$ cat config.mk
export PLATFORM = sky130hd
export DESIGN_NAME = riscv_lsu
export DESIGN_NICKNAME = d
export VERILOG_FILES = /design/src/rtl/riscv_lsu.sv
export SDC_FILE = /design/constraint.sdc
export NUM_CORES = 1
export LEC_CHECK = 0
export CORE_ASPECT_RATIO = 1.5
export CORE_MARGIN = 1
export CORE_UTILIZATION = 38
export CTS_BUF_LIST = sky130_fd_sc_hd__clkbuf_2
export CTS_CLUSTER_SIZE = 12
export DETAILED_ROUTE_END_ITERATION = 8
export HOLD_SLACK_MARGIN = 0.06
export PLACE_DENSITY = 0.73
export SLEW_MARGIN = 20
export SYNTH_ARGS = -nofsm -noshare
export SYNTH_HDL_FRONTEND = slang
export SYNTH_SLANG_ARGS = --single-unit
$ cat constraint.sdc
create_clock -name clk -period 2.2 [get_ports clk]
set_clock_uncertainty 0.2 [all_clocks]
set_input_delay 0.33 -clock clk [delete_from_list [all_inputs] [get_ports clk]]
set_output_delay 0.33 -clock clk [all_outputs]
set_load 0.03 [all_outputs]
$ cat src/rtl/riscv_lsu.sv
// riscv_lsu -- multi-cycle load/store unit.
//
// Takes the ALU effective address, the decoder's width/direction controls and
// the store data. It then runs a single request/ready transaction on the data
// bus and returns the sign- or zero-extended load value. The core is stalled
// through `busy` while the access is outstanding. Misaligned accesses,
// illegal widths and bus timeouts finish through the same one-cycle `done`
// pulse, with `fault` set.
//
// Ports:
//   clk, rst_n           core clock, asynchronous active-low reset
//   start                access request (mem_read | mem_write)
//   is_store             1 = store, 0 = load
//   funct3               width/signedness code (instr[14:12])
//   addr                 effective byte address
//   wdata                store data (rs2)
//   busy                 combinational stall request
//   done                 one-cycle completion pulse
//   rdata                extended load result (valid with done, held after)
//   fault, fault_cause   failure flag / cause: 0 none, 1 misaligned,
//                        2 timeout, 3 illegal width
//   mem_req, mem_we      bus request and write strobe
//   mem_addr             word-aligned bus address
//   mem_wdata, mem_be    lane-replicated store data and byte enables
//   mem_ready            bus handshake (ignored while mem_req = 0)
//   mem_rdata            bus read word
module riscv_lsu #(
  parameter int TIMEOUT = 16
) (
  input  logic        clk,
  input  logic        rst_n,
  input  logic        start,
  input  logic        is_store,
  input  logic [2:0]  funct3,
  input  logic [31:0] addr,
  input  logic [31:0] wdata,
  output logic        busy,
  output logic        done,
  output logic [31:0] rdata,
  output logic        fault,
  output logic [1:0]  fault_cause,
  output logic        mem_req,
  output logic        mem_we,
  output logic [31:0] mem_addr,
  output logic [31:0] mem_wdata,
  output logic [3:0]  mem_be,
  input  logic        mem_ready,
  input  logic [31:0] mem_rdata
);

  localparam int CNT_W = $clog2(TIMEOUT + 1);

  localparam logic [1:0] CAUSE_NONE    = 2'd0;
  localparam logic [1:0] CAUSE_MISALGN = 2'd1;
  localparam logic [1:0] CAUSE_TIMEOUT = 2'd2;
  localparam logic [1:0] CAUSE_ILLEGAL = 2'd3;

  typedef enum logic [1:0] {IDLE, REQ, DONE} state_t;

  state_t state, state_nxt;

  logic             legal;
  logic             aligned;
  logic [3:0]       be_p0;
  logic [31:0]      wdata_p0;
  logic [1:0]       off_p1;
  logic [2:0]       funct3_p1;
  logic [CNT_W-1:0] wait_cnt_p1;
  logic             timeout_hit;

  // Lane select and extension of a bus word. The offset and width come from
  // the registered request, because the core's inputs move on while the
  // access is outstanding.
  function automatic logic [31:0] load_extend(input logic [31:0] word,
                                              input logic [1:0]  off,
                                              input logic [2:0]  f3);
    logic [31:0]        shifted;
    logic signed [7:0]  byte_s;
    logic signed [15:0] half_s;
    shifted = word >> {off, 3'b000};
    byte_s  = shifted[7:0];
    half_s  = shifted[15:0];
    case (f3)
      3'd0:    load_extend = 32'(byte_s);
      3'd1:    load_extend = 32'(half_s);
      3'd4:    load_extend = {24'b0, shifted[7:0]};
      3'd5:    load_extend = {16'b0, shifted[15:0]};
      default: load_extend = word;
    endcase
  endfunction

  // Request decode (combinational, from the core's current inputs)
  always_comb begin
    legal    = 1'b0;
    aligned  = 1'b1;
    be_p0    = 4'b1111;
    wdata_p0 = wdata;
    case (funct3)
      3'd0, 3'd1, 3'd2: legal = 1'b1;
      3'd4, 3'd5:       legal = !is_store;
      default:          legal = 1'b0;
    endcase
    case (funct3[1:0])
      2'b00: begin
        be_p0    = 4'b0001 << addr[1:0];
        wdata_p0 = {4{wdata[7:0]}};
      end
      2'b01: begin
        aligned  = !addr[0];
        be_p0    = 4'b0011 << {addr[1], 1'b0};
        wdata_p0 = {2{wdata[15:0]}};
      end
      default: aligned = (addr[1:0] == 2'b00);
    endcase
  end

  // The TIMEOUT-th REQ cycle is the one where the counter reads TIMEOUT-1.
  assign timeout_hit = (wait_cnt_p1 == CNT_W'(TIMEOUT - 1));

  assign busy = ((state == IDLE) && start) || (state == REQ);
  assign done = (state == DONE);

  always_ff @(posedge clk or negedge rst_n) begin
    if (!rst_n) state <= IDLE;
    else        state <= state_nxt;
  end

  always_comb begin
    state_nxt = state;
    case (state)
      IDLE: if (start) state_nxt = (legal && aligned) ? REQ : DONE;
      REQ:  if (mem_ready || timeout_hit) state_nxt = DONE;
      DONE: state_nxt = IDLE;
      default: state_nxt = IDLE;
    endcase
  end

  // Request capture / response capture
  always_ff @(posedge clk or negedge rst_n) begin
    if (!rst_n) begin
      mem_req     <= 1'b0;
      mem_we      <= 1'b0;
      mem_addr    <= '0;
      mem_wdata   <= '0;
      mem_be      <= '0;
      off_p1      <= '0;
      funct3_p1   <= '0;
      wait_cnt_p1 <= '0;
      rdata       <= '0;
      fault       <= 1'b0;
      fault_cause <= CAUSE_NONE;
    end else begin
      case (state)
        IDLE: begin
          if (start) begin
            if (legal && aligned) begin
              mem_req     <= 1'b1;
              mem_we      <= is_store;
              mem_addr    <= {addr[31:2], 2'b00};
              mem_wdata   <= wdata_p0;
              mem_be      <= be_p0;
              off_p1      <= addr[1:0];
              funct3_p1   <= funct3;
              wait_cnt_p1 <= '0;
            end else begin
              rdata       <= '0;
              fault       <= 1'b1;
              fault_cause <= legal ? CAUSE_MISALGN : CAUSE_ILLEGAL;
            end
          end
        end
        REQ: begin
          if (mem_ready) begin
            mem_req     <= 1'b0;
            rdata       <= mem_we ? 32'b0 : load_extend(mem_rdata, off_p1, funct3_p1);
            fault       <= 1'b0;
            fault_cause <= CAUSE_NONE;
          end else if (timeout_hit) begin
            mem_req     <= 1'b0;
            rdata       <= '0;
            fault       <= 1'b1;
            fault_cause <= CAUSE_TIMEOUT;
          end else if (wait_cnt_p1 != CNT_W'(TIMEOUT)) begin
            wait_cnt_p1 <= wait_cnt_p1 + 1'b1;
          end
        end
        default: ;
      endcase
    end
  end

endmodule

==> results of run 1 <==
==> worst min-delay path: cells and delay by family <==
family / cells / cell delay, ps
buffers and inverters: 1 / 400
AO/OA/AOI/OAI: 1 / 80
multiplexers: 1 / 130
==> path summary, 6_finish.rpt <==
check	slack (ps)	from	end
setup reg to reg	120	wait_cnt_p1[0]	rdata[29]
hold reg to reg	290	mem_wdata[16]	mem_wdata[16]
min in group asynchronous	550	rst_n	mem_wdata[4]
setup / recovery	120	wait_cnt_p1[0]	rdata[29]
max in group asynchronous	950	rst_n	rdata[10]
hold / removal	130	wdata[16]	mem_wdata[16]
==> cell families (layout without fill, tap and decap cells) <==
kind of cell | after synthesis | count (layout)
compound gates | 130 | 130
fa+ha+maj | 3 | 3
buf+inv | 41 | 340
flops | 115 | 115
mux | 80 | 80
other cells | 1 | 3
simple gates | 142 | 142
==> layout by cell type (no fill, tap or decap), types with 2 or more instances in the layout <==
master and n:
inv_6 4, conb_1 2, dfrtp_1 115, bufinv_16 4, o211ai_1 16, nand2b_1 11, nand2_1 95, dlygate4sd2_1 103
clkdlybuf4s50_1 102, ha_1 3, o22ai_1 2, clkinvlp_4 2, o21ai_0 42, or3b_1 2, clkbuf_2 17, o21ai_1 18
nor2b_1 4, buf_12 7, nor2_1 15, inv_1 8, dlygate4sd3_1 58, mux2i_1 36, nand3_1 3, mux2_4 42
buf_4 28, a21oi_1 30, o21ai_2 6, o2bb2ai_1 7, clkinv_4 3
==> metal layers <==
layer / GRT usage [%] / wire length (um) / vias up
met2: 41.15 / 9581 / 257
met3: 5.584 / 1229 / 72
met5: 0 / 0 / -
met4: 15.43 / 990 / 0
met1: 24.46 / 6404 / 2497
li1: - / - / 2366
==> repair_timing <==
action / in CTS / in global routing
hold endpoints to repair: 167 / 4
setup endpoints to repair: 104 / 36
hold buffers: 55 / 4
setup buffers: 0 / 1
pin swaps: 0 / 1
resized for setup: 106 / 4
gates cloned: 0 / 1
==> power groups by stage <==
stage	Combinational (mW)	Sequential [mW]	Clock [mW]
after floorplan	1.48	4.38	0
after global placement	4.47	3.24	0
after detailed placement	4.57	3.26	0
after CTS	4.23	3.21	1.72
after global routing	4.50	3.30	1.81
final	4.25	3.22	1.66
==> stage by stage <==
step	cell area, um^2	instances	setup TNS [ps]	hold slack, ps	setup WS [ps]
after global routing	8836	1009	0	71.88	14.40
after global placement	8040	915	-6415	123.3	-107.3
after floorplan	5657	513	0	-165.6	156.2
after detailed placement	8040	915	-11120	131.6	-161.3
final	8836	1009	0	130.7	118.5
after CTS	8763	1002	0	60.48	12.64
==> cell type report <==
type	count	area, um^2	share of cell area [%]
Timing Repair Buffer	300	2884	32.64
Sequential cell	115	2878	32.57
Multi-Input combinational cell	357	2506	28.36
Tap cell	196	245.2	2.775
Clock inverter	15	205.2	2.322
Clock buffer	17	85.08	0.9629
Inverter	8	30.03	0.3398
Antenna cell	1	2.502	0.02832
==> sequential cells by signal, indices dropped and copies added, names as in the netlist <==
signal	count
mem_wdata	32
rdata	32
mem_addr	30
wait_cnt_p1	5
mem_be	4
funct3_p1	3
fault_cause	2
off_p1	2
state	2
fault	1
mem_req	1
mem_we	1
==> reports/results.ini, run 1 <==
[cts]
cts-root-buf = clkbuf_2
cts_tree = yes
clk_pin_slew_ps = 180
clock_latency_ps = 660
clockBufferDepth = 2
cts_max_level = 4
numCtsBuffers = 17
cts_sinks = 115

[setup_path]
cp_max_fo = 13
path_buf_inv = 1
slowest_delay_ps = 440
critPathKind = reg2reg
crit_path_start_kind = register
required_ps = 2560
crit_chain = ha_1 > and3_1 > ha_1 > nor2_2 > o32a_2 > buf_12 > nand2_1 > o211ai_1
cp_top_family = flip-flops
cp.arrival_ps = 2440
cpMaxStageDelayCell = dfrtp_1
end_kind = register
path_depth = 8
cp_common_cell = ha_1
ff2ff_path_depth = 8

[layout]
fillCellCount = 1214
utilization_pct = 60.83
layout-drive-gt1-share_pct = 15.64
final_nets = 906
syn2layout_area_growth_pct = 56.31

[routing]
vias = 5192
vias_per_cell = 5.146
drc = 0
wl_per_cell_um = 18.04
drt_iter0_markers = 217
final_antenna_net_count = 0
finalWirelength_um = 18210
first_pass_iters = 4

[placed_design]
finalWeightedCongestion = 0.8646
numPortBuffers = 208
post-dp-hpwl_um = 12470

[synth]
synthCells = 512
synth_area_mm2 = 0.005653
synth_compound_area_share_pct = 14.17
yosysWarnings = 0
synth_edf_count = 0
syn_avg_cell_area_um2 = 11.04
seq_area_frac_synth_pct = 50.91
synth_top_family_by_area = multiplexers
yosys.area.top_type_share_pct = 50.91
synthMuxAreaShare_pct = 17.97
yosysMostFrequentCell = dfrtp_1
synth_adder_area_share_pct = 0.6640
ys.flop_type = dfrtp_1
synth_area_leaders = dfrtp_1, mux2_4, mux2i_1, nand2_1, o21ai_0
synth.distinct_cells = 47
synth_top_area_cell = dfrtp_1
synth_seq_cells = 115
ys_async_sr_fraction_pct = 100.0
synthTopCellsByCount = dfrtp_1, nand2_1, mux2_4, o21ai_0, mux2i_1
synth-simple-area-share_pct = 11.33
synth_xor_area_share_pct = 0

[hold_path]
hold_path.class = in2reg
hold_depth = 3

[floorplan]
start_util_pct = 38.91
chipWidth_um = 101.6
fp.dieH_um = 151.4
ios = 211
dieArea_mm2 = 0.01538
fp.coreArea_mm2 = 0.01453
std_cell_rows = 54

[power]
ir_drop_uv = 591.3
p_leak_nw = 4.225
pwr-share-clk_pct = 18.2
p_int_mw = 5.252
p_seq_share_pct = 35.3
p_per_area_mw_per_mm2 = 1033
power_mw = 9.129
switching_share_pct = 42.47
comb_power_share_pct = 46.6
power_switching_mw = 3.877

[global_route]
antenna_found_initial = 1
grt_max_degree = 51
overflow = 0
grt_pass1_wl_um = 26790
grt_pass1_vias = 5319
gr-usage-all-layers_pct = 23.38

[sta]
setup_violations = 0
finalHoldViolCount = 0
drv_slew = 0
max_freq_mhz = 480.4
rsz0062_at_grt = no
fin_crit_sh_pct = 94.61
layout_min_cycle_time_ps = 2082

[run_status]
status = finished, final reports clean

[run]
cap_violations = 0

Power figures use the tool's default switching activity.
==> run 2: changes to the inputs <==
- ABC_CLOCK_PERIOD_IN_PS: default -> 2200
- GPL_TIMING_DRIVEN: default -> 0
- REMOVE_ABC_BUFFERS: default -> 1
==> reports/results.ini, run 2 (same netlist as run 1, synthesis figures left out) <==
[run_status]
status = finished, violations left  ; was finished, final reports clean
violations = negative setup slack

[placed_design]
numPortBuffers = 208  ; unchanged
place_inst = 889  ; was 915
finalWeightedCongestion = 0.8655  ; was 0.8646
post-dp-hpwl_um = 11210  ; was 12,470 um

[sta]
layout_min_cycle_time_ps = 2265  ; was 2082 ps
relSlewSlack_pct = 35.18
hold_slack_ps = 137.6  ; was 130.7 ps
rsz0062_at_grt = yes  ; was no
drv_slew = 0  ; unchanged
finalHoldViolCount = 0  ; unchanged
setup_violations = 11  ; was 0
fin_crit_sh_pct = 102.9  ; was 94.61%
worst_slack_ps = -64.75  ; was 118.5 ps
max_slew.worst_pin.slew_ps = 968.8
fin_setup_tns_ps = -458.8  ; was 0 ps
max_freq_mhz = 441.5  ; was 480.4 MHz

[routing]
wl_per_cell_um = 17.56  ; was 18.04 um
vias = 5013  ; was 5,192
first_pass_iters = 4  ; unchanged
finalWirelength_um = 17480  ; was 18,210 um
final_antenna_net_count = 0  ; unchanged
drt_iter0_markers = 192  ; was 217
drc = 0  ; unchanged
vias_per_cell = 5.038  ; was 5.146

[global_route]
antenna_found_initial = 0  ; was 1
overflow = 0  ; unchanged
grt_pass1_wl_um = 27000  ; was 26,790 um
grt_max_degree = 81  ; was 51
gr-usage-all-layers_pct = 23.23  ; was 23.38%
grt_pass1_vias = 5221  ; was 5,319

[floorplan]
ios = 211  ; unchanged
start_util_pct = 38.91  ; unchanged
fp.coreArea_mm2 = 0.01453  ; unchanged
chipWidth_um = 101.6  ; unchanged
dieArea_mm2 = 0.01538  ; unchanged
std_cell_rows = 54  ; unchanged
fp.dieH_um = 151.4  ; unchanged

[layout]
instances_no_fill = 995  ; was 1,009
largestRegisters = mem_wdata: 32 flops, rdata: 32 flops, mem_addr: 30 flops  ; unchanged
layout-drive-gt1-share_pct = 15.27  ; was 15.64%
final_cell_mix = dfrtp_1, dlygate4sd2_1, clkdlybuf4s50_1  ; unchanged
diodes = 0  ; was 1
syn2layout_area_growth_pct = 56.11  ; was 56.31%
final_nets = 893  ; was 906
utilization_pct = 60.75  ; was 60.83%
layout_commonest_cell = dfrtp_1  ; unchanged

[cts]
clockBufferDepth = 2  ; unchanged
cts-root-buf = clkbuf_2  ; unchanged
clk_pin_slew_ps = 190  ; was 180 ps
numCtsBuffers = 17  ; unchanged
cts_sinks = 115  ; unchanged
clock_latency_ps = 630  ; was 660 ps
cts_tree = yes  ; unchanged
cts_max_level = 4  ; unchanged

[hold_path]
hold_path.class = in2reg  ; unchanged

[power]
p_seq_share_pct = 37.0  ; was 35.3%
p_int_mw = 5.042  ; was 5.252 mW
p_per_area_mw_per_mm2 = 1010  ; was 1033 mW/mm^2
comb_power_share_pct = 46.9  ; was 46.6%
power_mw = 8.917  ; was 9.129 mW
ir_drop_uv = 685.6  ; was 591.3 uV
p_leak_nw = 4.211  ; was 4.225 nW
switching_share_pct = 43.46  ; was 42.47%
pwr-share-clk_pct = 16.1  ; was 18.2%
power_switching_mw = 3.875  ; was 3.877 mW

[setup_path]
cpMaxStageDelayCell = dlygate4sd3_1  ; was dfrtp_1
critPathKind = in2reg  ; was reg2reg
crit_path_start_kind = input port  ; was register
cp.arrival_ps = 2600  ; was 2440 ps
required_ps = 2540  ; was 2560 ps
end_kind = register  ; unchanged
crit_chain = dlygate4sd3_1 > buf_2 > a221oi_2 > o21bai_4 > buf_16 > bufbuf_16 > mux2_4  ; was ha_1 > and3_1 > ha_1 > nor2_2 > o32a_2 > buf_12 > nand2_1 > o211ai_1
cp_max_fo = 32  ; was 13
slowest_delay_ps = 540  ; was 440 ps

[run]
cap_violations = 0  ; unchanged

==> run 2: cell count changes in the layout (fill, tap and decap cells not counted), moves of 2 or more <==
cell and change:
buf_12 -4, buf_16 +4, buf_2 +2, buf_4 -18, bufbuf_16 +3, bufinv_16 -2, clkdlybuf4s50_1 -2, dfrtp_1 -4
dfrtp_2 +4, o32a_4 +2
==> run 2: cell type report <==
cell class | instances | area [um^2]
Fill cell | 1183 | 5702
Sequential cell | 115 | 2883
Clock buffer | 17 | 85.08
Timing Repair Buffer | 286 | 2861
Inverter | 8 | 30.03
Tap cell | 196 | 245.2
Multi-Input combinational cell | 358 | 2564
Clock inverter | 15 | 156.4
==> run 2: path summary, 6_finish.rpt <==
kind	end	cells after the start	startpoint	slack, ps
hold / removal	mem_wdata[22]	3	wdata[22]	140
min in group asynchronous	mem_wdata[24]	4	rst_n	510
setup reg to reg	mem_addr[9]	5	state[0]	-10
max in group asynchronous	rdata[31]	4	rst_n	880
hold reg to reg	mem_wdata[29]	2	mem_wdata[29]	300
setup / recovery	mem_addr[9]	7	funct3[1]	-60
==> run 2: per-layer routing <==
layer / global-route usage (%) / part of all wire (%) / wire [um]
met1: 25.38 / 37 / 6499
met3: 7.337 / 7.5 / 1309
met2: 39.70 / 51 / 8911
met4: 12.46 / 4.3 / 756
met5: 0 / 0 / 0
==> run 2: power groups by stage <==
| stage | logic (mW) | clock network [mW] | registers, mW |
|---|---|---|---|
| CTS | 4.18 | 1.48 | 3.29 |
| finish | 4.18 | 1.44 | 3.30 |
| detailed placement | 4.36 | 0 | 3.34 |
| global route | 4.44 | 1.59 | 3.39 |
| global placement | 4.27 | 0 | 3.30 |
| floorplan | 1.29 | 0 | 4.45 |
==> run 2: metrics by stage <==
step,area (um^2),worst slack [ps]
2_1_floorplan,5410,-634.7
3_3_place_gp,7737,-3868
3_5_place_dp,7850,-1223
4_1_cts,8755,2.714
5_1_grt,8825,-42.53
6_report,8825,-64.75
==> run 2: critical path, delay by kind of cell <==
family / cells / cell delay, ps
multiplexers: 1 / 310
AO/OA/AOI/OAI: 2 / 680
buffers and inverters: 4 / 1250
==> run 2: timing repair <==
action	in CTS	in global routing
buffers inserted	8	4
hold buffers	54	5
endpoints found under the setup margin	199	32
pin swaps	3	1
endpoints found under the hold margin	162	5
resized for setup	124	5
cloned	4	0
